<file path="src/rtl/gesture_key_conditioner.sv">
// rtl/gesture_key_conditioner.sv - synchronise, debounce and edge-detect two gesture buttons
module gesture_key_conditioner #(
    parameter logic [31:0] DEBOUNCE_CYCLES   = 32'd2000000,
    parameter logic [31:0] LONG_PRESS_CYCLES = 32'd200000000
) (
    input  logic clk,
    input  logic reset,
    input  logic left_btn_raw,
    input  logic right_btn_raw,
    output logic left_key,
    output logic right_key,
    output logic left_held,
    output logic right_held,
    output logic left_long,
    output logic right_long,
    output logic conflict
);

    // Channel index 0 is left, 1 is right.
    logic [1:0]  raw;
    logic [1:0]  s1_q;
    logic [1:0]  s2_q;
    logic [1:0]  stable_q;
    logic [1:0]  stable_d;
    logic [1:0]  fired_q;
    logic [1:0]  fired_d;
    logic [1:0]  press;
    logic [1:0]  key_q;
    logic [1:0]  key_d;
    logic [1:0]  long_q;
    logic [1:0]  long_d;
    logic        conflict_q;
    logic        conflict_d;
    logic [31:0] dcnt_q [2];
    logic [31:0] dcnt_d [2];
    logic [31:0] hcnt_q [2];
    logic [31:0] hcnt_d [2];

    assign raw = {right_btn_raw, left_btn_raw};

    // Per-channel debounce, hold counting and press detection.
    always_comb begin
        stable_d = stable_q;
        fired_d  = fired_q;
        long_d   = 2'b00;
        press    = 2'b00;
        for (int i = 0; i < 2; i++) begin
            dcnt_d[i] = dcnt_q[i];
            hcnt_d[i] = hcnt_q[i];

            // Any disagreement must persist DEBOUNCE_CYCLES edges; a bounce restarts it.
            if (s2_q[i] == stable_q[i]) begin
                dcnt_d[i] = 32'd0;
            end else if (dcnt_q[i] == DEBOUNCE_CYCLES - 32'd1) begin
                stable_d[i] = s2_q[i];
                dcnt_d[i]   = 32'd0;
            end else begin
                dcnt_d[i] = dcnt_q[i] + 32'd1;
            end

            press[i] = stable_d[i] & ~stable_q[i];

            // Hold counter runs only while the debounced level stays high and saturates.
            if (!stable_d[i]) begin
                hcnt_d[i]  = 32'd0;
                fired_d[i] = 1'b0;
            end else if (stable_q[i] && (hcnt_q[i] < LONG_PRESS_CYCLES)) begin
                hcnt_d[i] = hcnt_q[i] + 32'd1;
                if ((hcnt_q[i] == LONG_PRESS_CYCLES - 32'd1) && !fired_q[i]) begin
                    long_d[i]  = 1'b1;
                    fired_d[i] = 1'b1;
                end
            end
        end

        // Simultaneous presses are ambiguous: suppress both keys and flag it instead.
        conflict_d = &press;
        key_d      = conflict_d ? 2'b00 : press;
    end

    // State and registered outputs.
    always_ff @(posedge clk or negedge reset) begin
        if (!reset) begin
            s1_q       <= 2'b00;
            s2_q       <= 2'b00;
            stable_q   <= 2'b00;
            fired_q    <= 2'b00;
            key_q      <= 2'b00;
            long_q     <= 2'b00;
            conflict_q <= 1'b0;
            for (int i = 0; i < 2; i++) begin
                dcnt_q[i] <= 32'd0;
                hcnt_q[i] <= 32'd0;
            end
        end else begin
            s1_q       <= raw;
            s2_q       <= s1_q;
            stable_q   <= stable_d;
            fired_q    <= fired_d;
            key_q      <= key_d;
            long_q     <= long_d;
            conflict_q <= conflict_d;
            for (int i = 0; i < 2; i++) begin
                dcnt_q[i] <= dcnt_d[i];
                hcnt_q[i] <= hcnt_d[i];
            end
        end
    end

    assign left_key   = key_q[0];
    assign right_key  = key_q[1];
    assign left_held  = stable_q[0];
    assign right_held = stable_q[1];
    assign left_long  = long_q[0];
    assign right_long = long_q[1];
    assign conflict   = conflict_q;

endmodule

</file>
<file path="config.mk">
export PLATFORM = sky130hd
export DESIGN_NAME = gesture_key_conditioner
export DESIGN_NICKNAME = d
export VERILOG_FILES = /design/src/rtl/gesture_key_conditioner.sv
export SDC_FILE = /design/constraint.sdc
export NUM_CORES = 1
export LEC_CHECK = 0
export ABC_AREA = 1
export BUFFER_PORTS_ARGS = -buffer_cell sky130_fd_sc_hd__buf_2
export CAP_MARGIN = 20
export CORE_MARGIN = 2
export CORE_UTILIZATION = 53
export CTS_BUF_LIST = sky130_fd_sc_hd__clkbuf_8
export DETAILED_ROUTE_END_ITERATION = 16
export PLACE_DENSITY = 0.76
export SLEW_MARGIN = 30
export SYNTH_ARGS = -nofsm -noshare
export SYNTH_HDL_FRONTEND = slang
export SYNTH_SLANG_ARGS = --single-unit
</file>
<file path="constraint.sdc">
create_clock -name clk -period 2.65 [get_ports clk]
set_input_delay 0.53 -clock clk [delete_from_list [all_inputs] [get_ports clk]]
set_output_delay 0.53 -clock clk [all_outputs]
set_load 0.02 [all_outputs]
</file>
# Yosys cells after proc, flatten, opt, wreduce, memory -nomap -nowiden
# Index checks and enable logic that the tools add are counted.
# word_totals
input_bits	4
output_inout_bits	7
wordCells	66
reg_bits	141
# classes
add_sub_neg	4
n_reduce_logical	9
n_bitwise	4
n_eq_ne	10
muxes	25
magnitude_cmp	2
# ops
operator	count
$mux W32	8
$add A32 B1 Y32 const B	4
$eq A32 B21 Y1 const B	2
$eq A32 B28 Y1 const B	2
$lt A32 B28 Y1 const B	2
$mux W1	16
$ne A2 B1 Y1 const B	4
$reduce_and A2 Y1	3
$logic_and A1 B1 Y1	4
$and A1 B1 Y1	2
$eq A1 B1 Y1	2
$logic_not A1 Y1	2
$mux W2	1
$not A1 Y1	2

# Depth between registers and ports, before layout
# logic_depth
word_depth	6
depth_mapped	12
mapped_depth_nobuf	11

# Least setup slack after synthesis
# No wires, ideal clock.
# synth_timing
kind	flip-flop to flip-flop
start	register dcnt_q[32] (netlist name)
end	register hcnt_q[50] (netlist name)
required_time_ps	2533
setup_ps	117
stages_incl_launch_ff	12
path_buffers	1
period_less_slack_ps	1636
arrival_ps	1519
path_slack_ps	1014
path_cell_list	dfrtp_1 ha_1 nand2_2 nor2_4 nand3_1 nor2_2 nand2_1 nand2_2 nand2_4 buf_6 nand3_1 nand2_1
# synth_via
elab_chain_len	4
word_cells_on_any_way	5
classes_between	eq/ne: 2; mux: 3
# synth_rtl
item	line_no	source
start: declaration	34	logic [31:0] dcnt_q [2];
start signal: indexed assignment	104	dcnt_q[i] <= dcnt_d[i];
$eq A32 B21 Y1 *	54	end else if (dcnt_q[i] == DEBOUNCE_CYCLES - 32'd1) begin
$mux W1 *	54	
$mux W1 *	52	if (s2_q[i] == stable_q[i]) begin
$ne A2 B1 Y1 (no line) or $mux W32 (tied branches)	--	
end signal: indexed assignment	105	hcnt_q[i] <= hcnt_d[i];
end: declaration	36	logic [31:0] hcnt_q [2];
# Every way passes the cells marked *; elsewhere a longest branch is shown, timed or not.
# A chain may end at the register's enable or synchronous reset.

# Worst setup path after layout
# layout_timing
start	register dcnt_q[0] (netlist name)
end	register hcnt_q[28] (netlist name)
# Same word-level chain as after synthesis.

==> results.yml <==
synthesis:
  ys_types: 34
  syn_inst: 1356
  synthAdderAreaFrac: 0.00544
  syn_nets: 1364
  yosysWarnings: 0
  synth_top_cell_area_share: 0.384
  synthTopCellsByArea: "dfrtp_1 (38%), nand2_1 (16%), nor2_1 (10%)"
  synth_top_family_by_area: "simple AND/OR/NAND/NOR gates"
  syn-cell-area_um2: 9190
  synth_compound_area_frac: 0.00640
  seq_area_frac_synth: 0.384
  synthSimpleGateAreaFrac: 0.438
  synth-seq-cells: 141
  synthMuxAreaShare: 0
  yosysTopAreaCell: "dfrtp_1"
  synth_area_per_cell_um2: 6.78
  synth_xor_area_frac: 0.0686
setup_path:
  cp_num_cells: 9
  path_cells: "ha_1, nand2_2, nor2_4, nand3_2, nor2_4, nand3_2, nand2_4, nand2_1, nor2_1"
  worstSetupEndpointType: "flip-flop"
  cp_top_family: "simple AND/OR/NAND/NOR gates"
  reg2reg_depth: 9
  slowest_stage: "nand2_4"
  crit_arrival_ps: 2530
  crit_required_ps: 3030
  cp-start-kind: "flip-flop"
  path_max_fanout: 61
  critPathMaxStageDelay_ps: 520
  criticalPathCategory: "reg2reg"
  critPathBufInv: 0
timing:
  period_needed_ps: 2150
  fmax_ghz: 0.466
  rsz0062_at_grt: "false"
  clock_skew_ps: 17.6
  relSlewSlack: 0.521
  tns_ps: 0
  worst_slack_ps: 502
  report.final.slew_viol_count: 0
  final_hold_viol_count: 0
  setup_viol: 0
  period_share: 0.811
  tightest_slew_ps: 714
placed_design:
  place.port_buffers: 10
  placed_cells: 1572
  post-place-ws_ps: 516
  place.gp.congestion: 0.945
  dp_hpwl_um: 16000
cts:
  cts_max_path_buffers: 2
  clkTransAtPathRegs_ps: 80
  cts.sinks: 141
  clk_latency_ps: 460
  clockRootBuffer: "clkbuf_8"
  cts_tree: "done"
  cts_resized: 0
  cts_hold_buffers: 0
  cts_buffers: 17
  cts_htree_levels: 4
  postCtsSetupRepairBufs: 0
global_route:
  grt_max_degree: 62
  grt_pass1_vias: 7987
  overflow: 0
  grt_pass1_wl_um: 37500
  grt_use_total: 0.254
  antenna_found_initial: 0
cells_and_area:
  fillers: 1699
  syn2layout_area_growth_pct: 6.76
  final_cell_mix: "nand2_1 (399), nor2_1 (255), nand3_1 (173)"
  layout-drive-gt1-share: 0.0703
  fin_cells: 1604
  fin_nets: 1374
  antenna_cells: 0
  layout_commonest_cell: "nand2_1"
drt:
  drt_wl_total_um: 21800
  first_pass_iters: 5
  drt-wirelength-per-cell_um: 13.6
  drtIter0Drc: 603
  vias_per_cell: 5.14
  via_count: 8248
  ant_nets: 0
  drc: 0
floorplan:
  start_util: 0.537
  die_h_um: 136
  fp.coreArea_um2: 17100
  io-pin-count: 11
  die_area_um2: 18400
  std_cell_rows: 48
  die_x_um: 136
power_and_ir_drop:
  worst_ir_drop_vdd_uv: 382
  p_leak_nw: 4.65
  switchingPower_uw: 979
  power_density_nw_per_um2: 422
  clkPwrFrac: 0.454
  p_total_mw: 4.15
  p_int_mw: 3.17
  sw_frac_of_total: 0.236
  seqPwrFrac: 0.523
  comb_power_share: 0.023
worst_hold_path:
  min_path_type: "in2async"
run_status:
  status: "complete, no violations"
flow_run:
  max_cap_violations: 0
stage by stage:
| step | utilization | hold slack [ps] | cell area [µm²] |
|---|---|---|---|
| 2_1_floorplan | - | 234 | 9190 |
| 3_3_place_gp | 0.549 | 333 | 9390 |
| 3_5_place_dp | 0.549 | 347 | 9390 |
| 4_1_cts | 0.573 | 37.3 | 9820 |
| 5_1_grt | 0.573 | 43.3 | 9820 |
| 6_report | 0.573 | 43.4 | 9820 |
Yosys cell counts:
cell        n
a211oi_1    2
a21oi_1     4
and2_0      1
and3_1      2
buf_2       6
buf_4       1
buf_6      17
buf_8       1
clkbuf_1    4
dfrtp_1   141
ha_1        4
inv_1     167
inv_2       3
nand2_1   399
nand2_2    10
nand2_4     2
nand3_1   173
nand3_2    14
nand3b_1    8
nand3b_2    1
nand4_1    15
nor2_1    256
nor2_2      6
nor2_4      4
nor3_1     35
nor3_2      1
nor3b_1     2
nor4_1      1
o21ai_0     1
o21bai_1    1
o21bai_2    1
or2_2       1
xnor2_1     9
xor2_1     63
power by group through the flow:
stage / registers (mW) / clock network (mW) / logic [mW]
after global routing: 2.17 / 2.03 / 0.109
final: 2.17 / 1.88 / 0.0940
after global placement: 2.21 / 0 / 0.0971
after CTS: 2.17 / 1.93 / 0.0983
after floorplan: 2.21 / 0 / 0.0294
after detailed placement: 2.21 / 0 / 0.0986
kinds of logic after synthesis:
kind of cell               count (synthesis)
AOI/OAI and AO/OA                          9
xor gates and xnor gates                  72
and+or+nand+nor                          931
adders and majority gates                  4
DFF                                      141
buffers and inverters                    199
registers in the layout, summed over array words and instances (netlist names):
| register | count |
|---|---|
| stable_q | 2 |
| s1_q | 2 |
| conflict | 1 |
| key_q | 2 |
| long_q | 2 |
| hcnt_q | 64 |
| s2_q | 2 |
| fired_q | 2 |
| dcnt_q | 64 |
layer usage:
layer,GRT usage,part of all wire,vias up
met5,0,0,-
met1,0.342,0.47,3846
met3,0.0557,0.041,25
met4,0.0764,0.013,0
li1,-,-,4218
met2,0.412,0.47,159
worst paths after layout:
kind / startpoint / to / slack (ps)
min: reset / dcnt_q[60] / 40
max: dcnt_q[0] / hcnt_q[28] / 500
min in group clk: left_btn_raw / s1_q[0] / 180
min reg2reg: s1_q[1] / s2_q[1] / 360
max in group asynchronous: reset / conflict / 1950
max reg2reg: dcnt_q[0] / hcnt_q[28] / 500
cell type report:
type / instances / area (µm²) / share of cell area
multi-input combinational: 1016 / 4790 / 0.488
sequential: 141 / 3530 / 0.359
inverter: 170 / 638 / 0.0650
tap: 225 / 282 / 0.0287
clock buffer: 19 / 262 / 0.0266
clock inverter: 13 / 164 / 0.0167
timing repair buffer: 20 / 156 / 0.0159
Power figures use the tool's default switching activity.
